--- src/rtl/zube_mailbox_pkg.sv ---
// rtl/zube_mailbox_pkg.sv - register map and bit indices for the Zube Wishbone mailbox
// Purpose: shared constants for zube_wb_mailbox (register offsets, STATUS and IRQ_EN bit positions).
// Ports: none (package).
package zube_mailbox_pkg;

    // Register byte offsets within the 256-byte window
    localparam logic [7:0] REG_DATA   = 8'h00;
    localparam logic [7:0] REG_STATUS = 8'h04;
    localparam logic [7:0] REG_IRQ_EN = 8'h08;
    localparam logic [7:0] REG_LEVELS = 8'h0C;

    // STATUS bit positions
    localparam int ST_FROM_NE  = 0;
    localparam int ST_TO_FULL  = 1;
    localparam int ST_OVF      = 2;
    localparam int ST_DROP     = 3;
    localparam int ST_TO_EMPTY = 4;

    // IRQ_EN bit positions
    localparam int IRQ_DATA   = 0;
    localparam int IRQ_STATUS = 1;

endpackage

--- src/rtl/zube_wb_mailbox_if.sv ---
// rtl/zube_wb_mailbox_if.sv - Wishbone slave bus bundle for the Zube mailbox
// Purpose: groups the Wishbone request/response signals.
// Ports: master drives cyc/stb/we/addr/data_in and samples ack/data_out; slave is the reverse.
interface zube_wb_mailbox_if;
    logic        wb_cyc_in;
    logic        wb_stb_in;
    logic        wb_we_in;
    logic [31:0] wb_addr_in;
    logic [31:0] wb_data_in;
    logic        wb_ack_out;
    logic [31:0] wb_data_out;

    modport master (
        output wb_cyc_in, wb_stb_in, wb_we_in, wb_addr_in, wb_data_in,
        input  wb_ack_out, wb_data_out
    );

    modport slave (
        input  wb_cyc_in, wb_stb_in, wb_we_in, wb_addr_in, wb_data_in,
        output wb_ack_out, wb_data_out
    );
endinterface

--- src/rtl/zube_byte_fifo.sv ---
// rtl/zube_byte_fifo.sv - show-ahead byte FIFO used for both mailbox directions
// Purpose: DEPTH-entry byte FIFO; push while full is accepted only alongside a pop.
// Ports: clk, reset (sync, active-high), push/push_data, pop, head (0 when empty), empty, full, count.
module zube_byte_fifo #(
    parameter int DEPTH = 8
) (
    input  logic                     clk,
    input  logic                     reset,
    input  logic                     push,
    input  logic [7:0]               push_data,
    input  logic                     pop,
    output logic [7:0]               head,
    output logic                     empty,
    output logic                     full,
    output logic [$clog2(DEPTH):0]   count
);

    localparam int AW = $clog2(DEPTH);
    localparam logic [AW:0] FULL_CNT = DEPTH[AW:0];

    logic [7:0]    r_mem [DEPTH];
    logic [AW-1:0] r_wr_ptr;
    logic [AW-1:0] r_rd_ptr;
    logic [AW:0]   r_count;

    logic w_pop_ok;
    logic w_push_ok;

    assign empty = (r_count == '0);
    assign full  = (r_count == FULL_CNT);
    assign count = r_count;
    assign head  = empty ? 8'h00 : r_mem[r_rd_ptr];

    // A pop on an empty FIFO is ignored; a push on a full FIFO only fits if a pop frees the slot.
    assign w_pop_ok  = pop & ~empty;
    assign w_push_ok = push & (~full | w_pop_ok);

    always_ff @(posedge clk) begin
        if (w_push_ok) begin
            r_mem[r_wr_ptr] <= push_data;
        end
    end

    always_ff @(posedge clk) begin
        if (reset) begin
            r_wr_ptr <= '0;
            r_rd_ptr <= '0;
            r_count  <= '0;
        end else begin
            if (w_push_ok) r_wr_ptr <= r_wr_ptr + AW'(1);
            if (w_pop_ok)  r_rd_ptr <= r_rd_ptr + AW'(1);
            case ({w_push_ok, w_pop_ok})
                2'b10:   r_count <= r_count + (AW+1)'(1);
                2'b01:   r_count <= r_count - (AW+1)'(1);
                default: r_count <= r_count;
            endcase
        end
    end

endmodule

--- src/rtl/zube_wb_mailbox.sv ---
// rtl/zube_wb_mailbox.sv - Wishbone mailbox between the management SoC and the external CPU
// Purpose: two byte FIFOs (to_ext, from_ext) with DATA/STATUS/IRQ_EN/LEVELS registers and two IRQs.
// Ports: clk, reset (sync, active-high), wb (Wishbone slave), ext_wr_strobe/ext_wr_data (into from_ext),
//        ext_rd_strobe/ext_rd_data (out of to_ext), ext_tx_avail, ext_rx_space, irq_data_out, irq_status_out.
module zube_wb_mailbox
    import zube_mailbox_pkg::*;
#(
    parameter logic [31:0] BASE_ADDR  = 32'h3000_0000,
    parameter int          FIFO_DEPTH = 8
) (
    input  logic                    clk,
    input  logic                    reset,
    zube_wb_mailbox_if.slave        wb,
    input  logic                    ext_wr_strobe,
    input  logic [7:0]              ext_wr_data,
    input  logic                    ext_rd_strobe,
    output logic [7:0]              ext_rd_data,
    output logic                    ext_tx_avail,
    output logic                    ext_rx_space,
    output logic                    irq_data_out,
    output logic                    irq_status_out
);

    localparam int CW = $clog2(FIFO_DEPTH) + 1;

    logic       r_ack;
    logic       r_we;
    logic [7:0] r_off;
    logic [7:0] r_wdata;
    logic       r_ovf;
    logic       r_drop;
    logic [1:0] r_irq_en;
    logic       r_irq_data;
    logic       r_irq_status;

    logic          w_hit;
    logic          w_wr;
    logic          w_rd;
    logic          w_to_push;
    logic          w_from_pop;
    logic          w_stat_wr;
    logic          w_ovf_set;
    logic          w_drop_set;
    logic          w_ovf_clr;
    logic          w_drop_clr;
    logic [7:0]    w_to_head;
    logic [7:0]    w_from_head;
    logic          w_to_empty;
    logic          w_to_full;
    logic          w_from_empty;
    logic          w_from_full;
    logic [CW-1:0] w_to_count;
    logic [CW-1:0] w_from_count;
    logic [31:0]   w_rdata;
    logic          w_unused;

    assign w_unused = &{1'b0, wb.wb_data_in[31:8]};

    // The ack cycle blocks a new hit, so every access takes exactly two cycles.
    assign w_hit = wb.wb_cyc_in & wb.wb_stb_in & ~r_ack
                 & (wb.wb_addr_in[31:8] == BASE_ADDR[31:8]);

    // Side effects happen in the ack cycle, using the request latched at the hit.
    assign w_wr       = r_ack & r_we;
    assign w_rd       = r_ack & ~r_we;
    assign w_to_push  = w_wr & (r_off == REG_DATA);
    assign w_from_pop = w_rd & (r_off == REG_DATA) & ~w_from_empty;
    assign w_stat_wr  = w_wr & (r_off == REG_STATUS);

    // A push into a full FIFO is only an error when no pop frees a slot in the same cycle.
    assign w_ovf_set  = ext_wr_strobe & w_from_full & ~w_from_pop;
    assign w_drop_set = w_to_push & w_to_full & ~ext_rd_strobe;
    assign w_ovf_clr  = w_stat_wr & r_wdata[ST_OVF];
    assign w_drop_clr = w_stat_wr & r_wdata[ST_DROP];

    zube_byte_fifo #(.DEPTH(FIFO_DEPTH)) u_to_ext (
        .clk       (clk),
        .reset     (reset),
        .push      (w_to_push),
        .push_data (r_wdata),
        .pop       (ext_rd_strobe),
        .head      (w_to_head),
        .empty     (w_to_empty),
        .full      (w_to_full),
        .count     (w_to_count)
    );

    zube_byte_fifo #(.DEPTH(FIFO_DEPTH)) u_from_ext (
        .clk       (clk),
        .reset     (reset),
        .push      (ext_wr_strobe),
        .push_data (ext_wr_data),
        .pop       (w_from_pop),
        .head      (w_from_head),
        .empty     (w_from_empty),
        .full      (w_from_full),
        .count     (w_from_count)
    );

    always_comb begin
        w_rdata = '0;
        if (w_rd) begin
            case (r_off)
                REG_DATA: begin
                    if (!w_from_empty) w_rdata = {23'b0, 1'b1, w_from_head};
                end
                REG_STATUS: begin
                    w_rdata[ST_FROM_NE]  = ~w_from_empty;
                    w_rdata[ST_TO_FULL]  = w_to_full;
                    w_rdata[ST_OVF]      = r_ovf;
                    w_rdata[ST_DROP]     = r_drop;
                    w_rdata[ST_TO_EMPTY] = w_to_empty;
                end
                REG_IRQ_EN: w_rdata[1:0] = r_irq_en;
                REG_LEVELS: begin
                    w_rdata[7:0]  = 8'(w_from_count);
                    w_rdata[15:8] = 8'(w_to_count);
                end
                default: w_rdata = '0;
            endcase
        end
    end

    always_ff @(posedge clk) begin
        if (reset) begin
            r_ack        <= 1'b0;
            r_we         <= 1'b0;
            r_off        <= '0;
            r_wdata      <= '0;
            r_ovf        <= 1'b0;
            r_drop       <= 1'b0;
            r_irq_en     <= '0;
            r_irq_data   <= 1'b0;
            r_irq_status <= 1'b0;
        end else begin
            r_ack <= w_hit;
            if (w_hit) begin
                r_we    <= wb.wb_we_in;
                r_off   <= wb.wb_addr_in[7:0];
                r_wdata <= wb.wb_data_in[7:0];
            end
            // Set beats a same-cycle W1C clear.
            r_ovf  <= w_ovf_set  | (r_ovf  & ~w_ovf_clr);
            r_drop <= w_drop_set | (r_drop & ~w_drop_clr);
            if (w_wr && (r_off == REG_IRQ_EN)) r_irq_en <= r_wdata[1:0];
            r_irq_data   <= r_irq_en[IRQ_DATA]   & ~w_from_empty;
            r_irq_status <= r_irq_en[IRQ_STATUS] & (r_ovf | r_drop);
        end
    end

    assign wb.wb_ack_out  = r_ack;
    assign wb.wb_data_out = w_rdata;
    assign ext_rd_data    = w_to_head;
    assign ext_tx_avail   = ~w_to_empty;
    assign ext_rx_space   = ~w_from_full;
    assign irq_data_out   = r_irq_data;
    assign irq_status_out = r_irq_status;

endmodule

--- src/flat_wrapper.sv ---
// flat-port wrapper written by rule: the top's interface ports become plain ports
module zube_wb_mailbox_flat import zube_mailbox_pkg::*;
#(
    parameter logic [31:0] BASE_ADDR  = 32'h3000_0000,
    parameter int          FIFO_DEPTH = 8
)
  (clk, reset, ext_wr_strobe, ext_wr_data, ext_rd_strobe, ext_rd_data, ext_tx_avail, ext_rx_space, irq_data_out, irq_status_out, wb_wb_cyc_in, wb_wb_stb_in, wb_wb_we_in, wb_wb_addr_in, wb_wb_data_in, wb_wb_ack_out, wb_wb_data_out);
  zube_wb_mailbox_if wb_i ();
  input  logic clk;
  input  logic reset;
  input  logic ext_wr_strobe;
  input  logic [7:0] ext_wr_data;
  input  logic ext_rd_strobe;
  output logic [7:0] ext_rd_data;
  output logic ext_tx_avail;
  output logic ext_rx_space;
  output logic irq_data_out;
  output logic irq_status_out;
  input wire logic [$bits(wb_i.wb_cyc_in)-1:0] wb_wb_cyc_in;
  input wire logic [$bits(wb_i.wb_stb_in)-1:0] wb_wb_stb_in;
  input wire logic [$bits(wb_i.wb_we_in)-1:0] wb_wb_we_in;
  input wire logic [$bits(wb_i.wb_addr_in)-1:0] wb_wb_addr_in;
  input wire logic [$bits(wb_i.wb_data_in)-1:0] wb_wb_data_in;
  output wire logic [$bits(wb_i.wb_ack_out)-1:0] wb_wb_ack_out;
  output wire logic [$bits(wb_i.wb_data_out)-1:0] wb_wb_data_out;
  assign wb_i.wb_cyc_in = wb_wb_cyc_in;
  assign wb_i.wb_stb_in = wb_wb_stb_in;
  assign wb_i.wb_we_in = wb_wb_we_in;
  assign wb_i.wb_addr_in = wb_wb_addr_in;
  assign wb_i.wb_data_in = wb_wb_data_in;
  assign wb_wb_ack_out = wb_i.wb_ack_out;
  assign wb_wb_data_out = wb_i.wb_data_out;
  zube_wb_mailbox #(.BASE_ADDR(BASE_ADDR), .FIFO_DEPTH(FIFO_DEPTH)) u_core (.clk(clk), .reset(reset), .wb(wb_i), .ext_wr_strobe(ext_wr_strobe), .ext_wr_data(ext_wr_data), .ext_rd_strobe(ext_rd_strobe), .ext_rd_data(ext_rd_data), .ext_tx_avail(ext_tx_avail), .ext_rx_space(ext_rx_space), .irq_data_out(irq_data_out), .irq_status_out(irq_status_out));
endmodule
--- config.mk ---
export PLATFORM = sky130hd
export DESIGN_NAME = zube_wb_mailbox_flat
export DESIGN_NICKNAME = d
export VERILOG_FILES = /design/src/rtl/zube_mailbox_pkg.sv /design/src/rtl/zube_wb_mailbox_if.sv /design/src/rtl/zube_byte_fifo.sv /design/src/rtl/zube_wb_mailbox.sv /design/src/flat_wrapper.sv
export SDC_FILE = /design/constraint.sdc
export NUM_CORES = 1
export LEC_CHECK = 0
export CORE_ASPECT_RATIO = 2
export CORE_MARGIN = 5
export CORE_UTILIZATION = 48
export DETAILED_ROUTE_END_ITERATION = 6
export PLACE_DENSITY = 0.73
export SETUP_SLACK_MARGIN = 0.15
export SYNTH_ARGS = -nofsm -noshare
export SYNTH_HDL_FRONTEND = slang
export SYNTH_SLANG_ARGS = --single-unit
--- constraint.sdc ---
create_clock -name clk -period 8.9 [get_ports clk]
set_input_delay 1.335 -clock clk [delete_from_list [all_inputs] [get_ports clk]]
set_output_delay 1.335 -clock clk [all_outputs]
set_load 0.02 [all_outputs]
======== Word-level counts from Yosys, hierarchy flattened ========
Memories as Yosys holds them, arrays and structs flattened. A register that Yosys moved wholly into a read port is not among the register bits.
Index checks and enable logic that the tools add are counted.
Widths: inputs -> output; s select.
storage, ports and cells
  register bits ........................... 44
  latch bits .............................. 0
  memories ................................ 2
  word-level logic and storage cells ...... 95
  output and inout bits ................... 45
  RAM bits ................................ 128
  memory bits (read-only) ................. 0
memory list
  memory                   words  bits a word  rd ports  clocked after Yosys merged registers in  write ports  RTL line              source
  u_core.u_from_ext.r_mem  8      8            1         1                                        1            zube_byte_fifo.sv:21  logic [7:0] r_mem [DEPTH];
  u_core.u_to_ext.r_mem    8      8            1         1                                        1            zube_byte_fifo.sv:21
operators by class
  div/mod/pow operators ................... 0
  reduce and logical (&&, ||, !) cells .... 6
  $add $sub $neg .......................... 8
  multiplexer cells ....................... 16
  multiply operators ...................... 0
  equality and inequality tests ........... 10
  magnitude comparators ................... 0
  shift operators ......................... 0
  bitwise operators ....................... 38
operators by type and width
  operator              number
  $eq 24x22->1 const B  1
  $and 1x1->1           23
  $eq 8x4->1 const B    2
  $pmux 4 s2            2
  $pmux 7 s2            1
  $add 3x1->3 const B   4
  $mux 12               1
  $mux 3                4
  $not 1->1             10
  $mux 9                1
  $pmux 3 s3            1
  $add 4x1->4 const B   2
  $eq 4x4->1 const B    2
  $eq 8x3->1 const B    1
  $logic_not 4->1       2
  $logic_not 8->1       1
  $mux 8                1
  $pmux 2 s4            1
  $sub 4x1->4 const B   2
  $or 1x1->1            5
  $eq 2x1->1 const B    2
  $eq 2x2->1 const B    2
  $mux 1                4
  $reduce_bool 2->1     2
  $logic_and 1x1->1     1

======== Longest topological paths before layout ========
  depth in word-level cells ............... 9
  depth in mapped cells ................... 10
  depth with buffers taken out ............ 9

======== Hierarchy ========
A second synthesis with hierarchy kept.
second synthesis, totals
  cell total of the unflattened synthesis .. 558
  area total of the unflattened synthesis .. 7770.0 um^2
modules (own cells, without submodules)
  module           cells each  area each (um^2)  instances  sequential area each (um^2)
  zube_byte_fifo   184         3160.5            2          2182.1
  zube_wb_mailbox  190         1448.9            1          480.5

======== Least setup slack after synthesis ========
OpenSTA, ideal clock, no wires.
  path kind ............................... input-to-reg
  start ................................... input port ext_wr_strobe
  end ..................................... memory u_core.u_from_ext.r_mem[2][0] (enable)
  data required time ...................... 8481 ps
  stages .................................. 3
  arrival ................................. 3155 ps
  path slack .............................. 5326 ps
  cell sequence ........................... clkbuf_1 nand2_1 a2111oi_0
on the way
  word-level cells in the longest chain between the ends .. 3
ends and longest elaborated chain
  item                          RTL line              source
  start: declaration            flat_wrapper.sv:11    input logic ext_wr_strobe;
  $and 1x1->1                   zube_byte_fifo.sv:36  assign w_push_ok = push & (~full | w_pop_ok);
  $mux 1                        zube_byte_fifo.sv:39  if (w_push_ok) begin
  $mux 1 (implied by the code)  zube_byte_fifo.sv:40  r_mem[r_wr_ptr] <= push_data;
  end: declaration              zube_byte_fifo.sv:21
Every way passes these cells.

======== Final worst setup path ========
  start ................................... register u_core.r_off[0]
  end ..................................... output port wb_wb_data_out[2]
on the way
  word-level cells in the longest chain between the ends .. 3
  elaborated cells between the ends (all ways) .. 5
  those cells by class .................... eq/ne: 2; mux: 2; reduce/logical: 1
ends and longest elaborated chain
  item                                      RTL line                source
  start: declaration                        zube_wb_mailbox.sv:28   logic [7:0] r_off;
  start signal: assignment                  zube_wb_mailbox.sv:139  r_off <= wb.wb_addr_in[7:0];
  $eq 8x4->1, or another cell as far along  zube_wb_mailbox.sv:103  case (r_off)
  $pmux 3 s3 (*)                            zube_wb_mailbox.sv:103
  $mux 12 (*)                               zube_wb_mailbox.sv:102  if (w_rd) begin
  end: declaration                          flat_wrapper.sv:25      output wire logic [$bits(wb_i.wb_data_out)-1:0] wb_wb_data_out;
Every way passes the cells marked *; elsewhere a longest branch is shown, timed or not.

==> results.py <==
metrics = {
    "floorplanning": {
        "ios": 124,
        "fp.dieH_um": 188,
        "dieWidth_um": 98.8,
        "rows": 65,
        "start_util_pct": 48.3,
        "design.die.area_um2": 18600,
        "fp.coreArea_um2": 15700,
    },
    "cells_and_area": {
        "stdcell_area_um2": 9120,
        "regArea_um2": 4840,
        "drive_above_1_share_pct": 13.6,
        "fill_cells": 1200,
        "syn2layout_area_growth_pct": 20.4,
        "multiInputGateArea_um2": 2510,
        "diodes": 0,
        "nets": 697,
    },
    "sta": {
        "holdWs_ps": 485,
        "rsz0062_at_grt": "no",
        "finalSetupTns_ps": 0,
        "fin_crit_sh_pct": 52.6,
        "fin_skew_ps": 14.0,
        "period_minus_slack_ps": 4680,
        "fmax_mhz": 214,
        "finalHoldViolCount": 0,
        "relSlewSlack_pct": 28.8,
        "drv_slew": 0,
        "worstMarginPinSlew_ps": 1070,
        "setup_viol": 0,
    },
    "clock_network": {
        "ctsResizeCount": 0,
        "cts.sinks": 178,
        "cts_tree": "done",
        "hold_buffers": 0,
        "insertion_delay_ps": 420,
        "cts_buffers": 17,
        "post_cts_buffers": 0,
        "clk_pin_slew_worst_paths_ps": 70,
        "cts_buffer_depth": 2,
        "clockRootBuffer": "clkbuf_16",
        "h-tree-depth": 4,
    },
    "synth": {
        "ys_types": 61,
        "ys_async_sr_fraction_pct": 0,
        "ys_ff_latch": 178,
        "yosysWarnings": 0,
        "ys.flop_type": "edfxtp_1",
        "syn_inst": 535,
        "syn_area_um2": 7580,
        "synth_edf_count": 128,
        "synth_top_area_share_pct": 50.7,
        "synth_seq_area_share_pct": 63.9,
        "synthTopCellsByCount": "edfxtp_1, dfxtp_1, nor2_1",
        "synth_largest_area_cell": "edfxtp_1",
        "syn_avg_cell_area_um2": 14.2,
        "yosysMostFrequentCell": "edfxtp_1",
        "synth_area_leaders": "edfxtp_1, dfxtp_1, mux4_2",
    },
    "worst_hold_path": {
        "min_to": "u_core.u_from_ext.r_rd_ptr[1]",
        "hold_start": "u_core.u_from_ext.r_rd_ptr[1]",
        "hold_class": "flop to flop",
        "min_path_cells": 2,
    },
    "setup_path": {
        "timing.rr.end": "u_core.u_from_ext.r_mem[5][3]",
        "r2r_cells": 4,
        "r2r_start": "u_core.r_off[0]",
        "rrSetupSlack_ps": 5670,
        "critical_path_arrival_ps": 3340,
        "cp-start-kind": "flop",
        "crit_path_end_kind": "output port",
        "critPathRequiredTime_ps": 7570,
        "crit_type": "flop to output port",
        "worstPathMaxFanout": 19,
    },
    "route": {
        "ant_nets": 0,
        "first_iter_violations": 216,
        "viasPerCell": 5.70,
        "drc": 0,
        "wire_per_inst_um": 19.9,
        "drt-total-wl_um": 16400,
        "vias": 4698,
        "dr.pass1.iters": 5,
    },
    "run_status": {
        "outcome": "finished, final reports clean",
    },
    "placement": {
        "place_hpwl_um": 11800,
        "gp_congestion": 0.799,
        "io_buffer_count": 79,
        "place_area_um2": 8500,
    },
    "global_route": {
        "grt_pass1_vias": 4785,
        "grt_usage_pct": 18.3,
        "grt_overflow_total": 0,
        "grt_pass1_wl_um": 26200,
        "grt_max_degree": 51,
        "antenna_found_initial": 0,
    },
    "power_and_ir_drop": {
        "peakVddDrop_mv": 0.181,
        "p_total_mw": 1.94,
        "power.density_nw_per_um2": 213,
        "p_leak_nw": 2.79,
    },
    "job": {
        "cap_violations": 0,
    },
}
[logic make-up (layout without fill, tap and decap cells)]
family                   count (synthesis)  in the layout  synth area share [%]
XOR/XNOR                                 6              6                 0.694
flip-flops                             178            178                  63.9
adder cells (fa/ha/maj)                  8              8                  1.42
buffers and inverters                   63            132                  4.16
AND/OR/NAND/NOR                        140            140                  9.94
multiplexers                            66             66                  14.1
AO/OA/AOI/OAI                           73             73                  5.66
other                                    1             20                0.0495
[registers in the layout, indices dropped and copies added (netlist names), named ones only]
| signal | cells |
|---|---|
| u_core.irq_data_out | 1 |
| u_core.u_from_ext.r_wr_ptr | 3 |
| u_core.r_off | 8 |
| u_core.irq_status_out | 1 |
| u_core.u_to_ext.r_rd_ptr | 3 |
| u_core.u_from_ext.count | 4 |
| u_core.r_drop | 1 |
| u_core.r_we | 1 |
| u_core.r_ovf | 1 |
| u_core.u_from_ext.r_mem | 64 |
| u_core.u_from_ext.r_rd_ptr | 3 |
| u_core.u_to_ext.r_mem | 64 |
| u_core.u_to_ext.count | 4 |
| u_core.u_to_ext.r_wr_ptr | 3 |
| u_core.wb.wb_ack_out | 1 |
| u_core.r_wdata | 8 |
| u_core.r_irq_en | 2 |
[layout by cell type (no fill, tap or decap), drive strengths merged, types with 9 or more instances in the layout]
cell,n
edfxtp,128
clkbuf,20
a21oi,28
nor3,10
nand3,21
clkdlybuf4s50,78
inv,17
o21ai,25
nand2,20
nor2,39
conb,20
mux2i,26
mux4,32
nor4,9
dfxtp,50
buf,9
[worst max-delay path: stages (launching register included)]
cell             delay (ps)
dfxtp_1                 330
nor4_1                  490
nand4_1                 870
o22ai_1                 550
clkdlybuf4s50_1         690
[through the flow]
step	cells	setup WS (ps)	util, %
after floorplan	554	5330	-
after detailed placement	792	4640	54.2
after global placement	792	4610	54.2
after CTS	824	4180	58.1
final	824	4220	58.1
after global routing	824	3920	58.1
[report_power, final]
| part | internal [mW] | switching (mW) |
|---|---|---|
| registers | 0.897 | 0.0262 |
| clock network | 0.457 | 0.321 |
| logic | 0.120 | 0.123 |
[cell type report]
type	count	share of cell area, %
clock inverters	12	1.88
clock buffers	20	4.90
flip-flops and latches	178	53.1
multi-input cells	313	27.5
repair buffers	87	9.27
inverters	13	0.535
well taps	201	2.76
[metal layers]
layer | track usage, % | up-vias | share of wire (%)
met2 | 35.0 | 146 | 59
met5 | 0 | - | 0
met3 | 4.06 | 19 | 5.0
met4 | 5.84 | 0 | 1.7
met1 | 19.4 | 2354 | 34
li1 | - | 2179 | -
[worst max-delay path by stage]
stage               cells past startpoint       startpoint  slack [ps]                       endpoint
CTS                                     4  u_core.r_off[0]        4180              wb_wb_data_out[1]
floorplan                               3    ext_wr_strobe        5330  u_core.u_from_ext.r_mem[2][0]
detailed placement                      4  u_core.r_off[0]        4640              wb_wb_data_out[1]
global route                            4  u_core.r_off[0]        3920              wb_wb_data_out[4]
global placement                        4  u_core.r_off[0]        4610              wb_wb_data_out[1]
finish                                  4  u_core.r_off[0]        4220              wb_wb_data_out[2]
No activity file was read; power rests on OpenSTA's default activity.
